===== config.mk =====
export PLATFORM = sky130hd
export DESIGN_NAME = cpu_stat_display
export DESIGN_NICKNAME = d
export VERILOG_FILES = /design/src/rtl/cpu_stat_display.sv
export SDC_FILE = /design/constraint.sdc
export NUM_CORES = 1
export LEC_CHECK = 0
export ABC_AREA = 1
export CORE_MARGIN = 2
export CORE_UTILIZATION = 43
export CTS_CLUSTER_SIZE = 20
export DETAILED_ROUTE_END_ITERATION = 6
export GPL_TIMING_DRIVEN = 0
export HOLD_SLACK_MARGIN = 0.03
export PLACE_DENSITY = 0.77
export SYNTH_ARGS = -nofsm -noshare
export SYNTH_HDL_FRONTEND = slang
export SYNTH_SLANG_ARGS = --single-unit

===== constraint.sdc =====
create_clock -name Clock -period 1.6 [get_ports Clock]
set_clock_uncertainty 0.1 [all_clocks]
set_input_delay 0.16 -clock Clock [delete_from_list [all_inputs] [get_ports Clock]]
set_output_delay 0.16 -clock Clock [all_outputs]
set_load 0.02 [all_outputs]

===== src/rtl/cpu_stat_display.sv =====
// cpu_stat_display: selects one of five CPU values with a debounced push-button
// and scans it onto an 8-digit multiplexed, active-low 7-segment display.
// A Freeze input holds the shown value and lights the leftmost decimal point.
module cpu_stat_display #(
    parameter int REFRESH_DIV     = 50000,
    parameter int DEBOUNCE_CYCLES = 1000000
) (
    input  logic        Clock,
    input  logic        Resetn,
    input  logic [31:0] Hex,
    input  logic [31:0] J,
    input  logic [31:0] R,
    input  logic [31:0] I,
    input  logic [31:0] TotalCycles,
    input  logic        BtnNext,
    input  logic        Freeze,
    output logic [7:0]  AN,
    output logic [6:0]  SEG,
    output logic        DP,
    output logic [2:0]  SelLed
);

    localparam int DB_W = $clog2(DEBOUNCE_CYCLES);
    localparam int RF_W = $clog2(REFRESH_DIV);

    typedef enum logic [2:0] {
        SRC_HEX = 3'd0,
        SRC_J   = 3'd1,
        SRC_R   = 3'd2,
        SRC_I   = 3'd3,
        SRC_CYC = 3'd4
    } sel_t;

    logic            sync_p0;
    logic            sync_p1;
    logic            stable;
    logic [DB_W-1:0] db_cnt;
    logic            press;
    sel_t            sel_q;
    sel_t            sel_d;
    logic [31:0]     src_val;
    logic [31:0]     disp_p0;
    logic [RF_W-1:0] ref_cnt;
    logic [2:0]      idx;
    logic [3:0]      nib;

    function automatic logic [6:0] hex_decode(input logic [3:0] n);
        logic [6:0] s;
        case (n)
            4'h0: s = 7'h40;
            4'h1: s = 7'h79;
            4'h2: s = 7'h24;
            4'h3: s = 7'h30;
            4'h4: s = 7'h19;
            4'h5: s = 7'h12;
            4'h6: s = 7'h02;
            4'h7: s = 7'h78;
            4'h8: s = 7'h00;
            4'h9: s = 7'h10;
            4'hA: s = 7'h08;
            4'hB: s = 7'h03;
            4'hC: s = 7'h46;
            4'hD: s = 7'h21;
            4'hE: s = 7'h06;
            default: s = 7'h0E;
        endcase
        return s;
    endfunction

    // Accepted press: synced level has been high and different from the
    // debounced level for the full debounce window. Releases never pulse.
    assign press = sync_p1 && !stable && (db_cnt == DB_W'(DEBOUNCE_CYCLES - 1));

    // Two-flop synchronizer for the raw asynchronous button
    always_ff @(posedge Clock or negedge Resetn) begin
        if (!Resetn) begin
            sync_p0 <= 1'b0;
            sync_p1 <= 1'b0;
        end else begin
            sync_p0 <= BtnNext;
            sync_p1 <= sync_p0;
        end
    end

    // Debounce: accept a new level only after it has held for the whole window
    always_ff @(posedge Clock or negedge Resetn) begin
        if (!Resetn) begin
            db_cnt <= '0;
            stable <= 1'b0;
        end else if (sync_p1 != stable) begin
            if (db_cnt == DB_W'(DEBOUNCE_CYCLES - 1)) begin
                stable <= sync_p1;
                db_cnt <= '0;
            end else begin
                db_cnt <= db_cnt + DB_W'(1);
            end
        end else begin
            db_cnt <= '0;
        end
    end

    // Source-select state register
    always_ff @(posedge Clock or negedge Resetn) begin
        if (!Resetn) begin
            sel_q <= SRC_HEX;
        end else begin
            sel_q <= sel_d;
        end
    end

    // Source-select next state: one step per press, wrapping after TotalCycles
    always_comb begin
        sel_d = sel_q;
        if (press) begin
            case (sel_q)
                SRC_HEX: sel_d = SRC_J;
                SRC_J:   sel_d = SRC_R;
                SRC_R:   sel_d = SRC_I;
                SRC_I:   sel_d = SRC_CYC;
                default: sel_d = SRC_HEX;
            endcase
        end
    end

    assign SelLed = sel_q;

    // Source multiplexer feeding the snapshot register
    always_comb begin
        src_val = Hex;
        case (sel_q)
            SRC_J:   src_val = J;
            SRC_R:   src_val = R;
            SRC_I:   src_val = I;
            SRC_CYC: src_val = TotalCycles;
            default: src_val = Hex;
        endcase
    end

    // Snapshot: follow the selected source unless frozen
    always_ff @(posedge Clock or negedge Resetn) begin
        if (!Resetn) begin
            disp_p0 <= '0;
        end else if (!Freeze) begin
            disp_p0 <= src_val;
        end
    end

    // Scan timing: dwell REFRESH_DIV cycles on each digit, then move to the next
    always_ff @(posedge Clock or negedge Resetn) begin
        if (!Resetn) begin
            ref_cnt <= '0;
            idx     <= 3'd0;
        end else if (ref_cnt == RF_W'(REFRESH_DIV - 1)) begin
            ref_cnt <= '0;
            idx     <= idx + 3'd1;
        end else begin
            ref_cnt <= ref_cnt + RF_W'(1);
        end
    end

    assign nib = disp_p0[{idx, 2'b00} +: 4];

    // Registered pin drivers; DP on the leftmost digit flags a frozen display
    always_ff @(posedge Clock or negedge Resetn) begin
        if (!Resetn) begin
            AN  <= 8'hFF;
            SEG <= 7'h7F;
            DP  <= 1'b1;
        end else begin
            AN  <= ~(8'b1 << idx);
            SEG <= hex_decode(nib);
            DP  <= ~(Freeze && (idx == 3'd7));
        end
    end

endmodule


==> results.toml <==
[clock_tree]
cts_sinks = 93
cts_tree = "yes"
cts_buffer_depth = 2
numCtsBuffers = 9
clock-root-buffer = "clkbuf_16"
cts.clk_slew.worst_paths_ns = 0.06
clkLatencyLatePin_ns = 0.36
htreeDepth = 3

[finish]
fillCellCount = 871
drive_gt1_share_pct = 33.63
final_util_pct = 75.79
synthToLayoutAreaGrowth_pct = 73.24
fin_area_um2 = 10480
finalNetCount = 1294
final_cell_mix = "162 x clkdlybuf4s50_1, 147 x nand2_1, 139 x inv_1"
final_common_cell = "clkdlybuf4s50_1"
diodes = 0

[floorplan]
die_area_um2 = 15030
coreArea_um2 = 13830
die_h_um = 122.6
die_x_um = 122.6
start_util_pct = 43.75
rows = 43
ios = 183

[detailed_routing]
antenna_left = 0
first_iter_violations = 782
drt-met1-wl_um = 8706
dr_wl_met2_um = 11810
top_layer_used = "met4"
first_pass_iters = 6
via_count = 7203
drc = 0
wl_met3_um = 2009
wirelength_um = 24030
viasPerCell = 5.537
routedWlPerCell_um = 18.47

[timing]
setup_ws_ns = -0.1633
post-route-min-period_ns = 1.763
period_share_pct = 110.2
rsz0062_at_grt = "yes"
slew_viol_final = 0
hold_viol_final = 0
whs_ns = 0.1425
slew_headroom_pct = 55.05
tightest_slew_ns = 0.6743
clock.fmax_mhz = 567.1
setup-violations-final = 38

[logic_synthesis]
syn_area_um2 = 6050
syn-num-nets = 1038
synthFlopType = "dfrtp_1"
synth_edf_count = 0
synth.ff_latch_count = 93
syn_area_per_cell_um2 = 7.034
syn-instance-count = 860
yosysSeqAreaShare_pct = 38.80
ys_types = 33
async_flop_share_pct = 100.0
synth_warnings = 0

[placed_design]
port_buffers = 182
postPlaceCellArea_um2 = 8213
pre_cts_ws_ns = -0.4958
gp_congestion = 0.9429
detailedPlacementHpwl_um = 14870

[worst_setup_path]
r2r_cells = 12
critPathKind = "input port to flip-flop"
slowest_stage = "clkdlybuf4s50_1"
cp.required_ns = 1.71
cp_top_family = "buffers and inverters"
critPathMaxStageDelay_ns = 0.52
arrival_ns = 1.88
rr_endpoint = "SEG[3]"
worstSetupEndpointType = "flip-flop"
worstPathMaxFanout = 10
rrSetupSlack_ns = -0.13
critPathBufInv = 3
cp-start-kind = "input port"
crit_chain = "clkdlybuf4s50_1 -> clkinv_1 -> clkbuf_1 -> nand2_2 -> nor3_4 -> a21oi_1"
r2r-start = "idx[0]"

[power]
leakagePower_nw = 4.822
power_density_nw_per_um2 = 549.4
ir_worst_vdd_v = 0.0005364

[flow_run]
maxCapViolCount = 0

[global_routing]
grt_pass1_wl_um = 32350
grt_max_degree = 76
grt_pass1_vias = 6415
grtUsageTotal_pct = 28.05
grt-ovfl-total = 0
antenna_found_initial = 0

[worst_hold_path]
hp-class = "input port to asynchronous set/reset pin"

[run_status]
violations = "setup timing"
status = "finished with violations"
[cells in the mapped netlist (5+ instances only)]
cell type  number  area, µm²
buf_2           7      35.03
buf_4           7      52.55
inv_1         142      533.0
inv_2           7      26.28
nor2_1         56      210.2
dfrtp_1        77       1927
o21ai_1        14      70.07
clkbuf_1       10      37.54
nand3_1       112      560.5
nand2_1       192      720.7
o21ai_0        59      295.3
a21oi_1        34      170.2
xor2_1         16      140.1
buf_6          10      112.6
ha_1           14      175.2
nor3_1         43      215.2
nand4_1         8      50.05
nand3_2         7      70.07
dfstp_2        16      420.4
nand2_2         5      31.28
[power by group]
| part | leakage (nW) | internal [W] | switching (W) |
|---|---|---|---|
| logic | 3.56 | 0.000623 | 0.000593 |
| registers | 1.13 | 0.00248 | 0.0000331 |
| clock network | 0.136 | 0.00110 | 0.000934 |
[logic make-up after synthesis]
family,after synthesis,synth area share [%]
buf+inv,186,13.42
flops,93,38.80
simple gates,436,32.68
fa+ha+maj,14,2.896
xor+xnor,18,2.606
compound gates,113,9.597
[state kept, by name (all words and copies together), names as in the netlist]
signal   count
sync_p1      1
AN           8
disp_p0     32
db_cnt      20
SEG          7
SelLed       3
stable       1
ref_cnt     16
idx          3
DP           1
sync_p0      1
[stage by stage]
step	total power [W]	TNS, ns	instances
floorplan	0.002919	-0.03420	860
global placement	0.003503	-277.66	1222
detailed placement	0.003523	-11.48	1223
CTS	0.005600	-0.4714	1271
global route	0.005967	-6.290	1301
finish	0.005758	-3.236	1301
[per-layer routing]
layer | up-vias | global-route usage [%]
met5 | - | 0
met4 | 0 | 11.14
met3 | 138 | 6.970
met2 | 406 | 46.74
met1 | 3405 | 34.92
li1 | 3254 | -
[worst register-to-register path, cell delays in order, from the launching register on]
cell and delay [ns]:
dfrtp_1 0.41, buf_6 0.16, buf_8 0.13, nand2_4 0.05
nand3_2 0.06, nand3_2 0.10, nand2_4 0.17, inv_4 0.07
ha_4 0.17, nand2_1 0.08, nand2_2 0.06, nand2_2 0.05
nand2_1 0.04
[worst max path at each step]
stage / startpoint / end / slack, ns / cells after the start
6_report: Freeze / disp_p0[24] / -0.16 / 6
2_1_floorplan: idx[0] / SEG[3] / -0.02 / 10
4_1_cts: idx[0] / SEG[3] / -0.08 / 12
5_1_grt: idx[0] / SEG[6] / -0.23 / 10
3_5_place_dp: Freeze / disp_p0[4] / -0.50 / 6
3_3_place_gp: Resetn / disp_p0[15] / -3.06 / 1
[final cells by class]
class | instances | area [µm²] | area share, %
repair buffers | 241 | 2436 | 23.24
clock inverters | 5 | 35.03 | 0.3343
multi-input cells | 585 | 4228 | 40.34
well taps | 180 | 225.2 | 2.149
clock buffers | 11 | 242.7 | 2.316
plain buffers | 35 | 365.4 | 3.486
inverters | 151 | 596.8 | 5.695
flip-flops and latches | 93 | 2351 | 22.43
[timing repair]
action,CTS,global route
cloned,8,10
endpoints found under the setup margin,84,66
resized for setup,174,246
buffers inserted,23,22
endpoints found under the hold margin,77,0
pin swaps,45,70
hold buffers,1,0
Note: power is estimated with default switching activity, not from simulation.
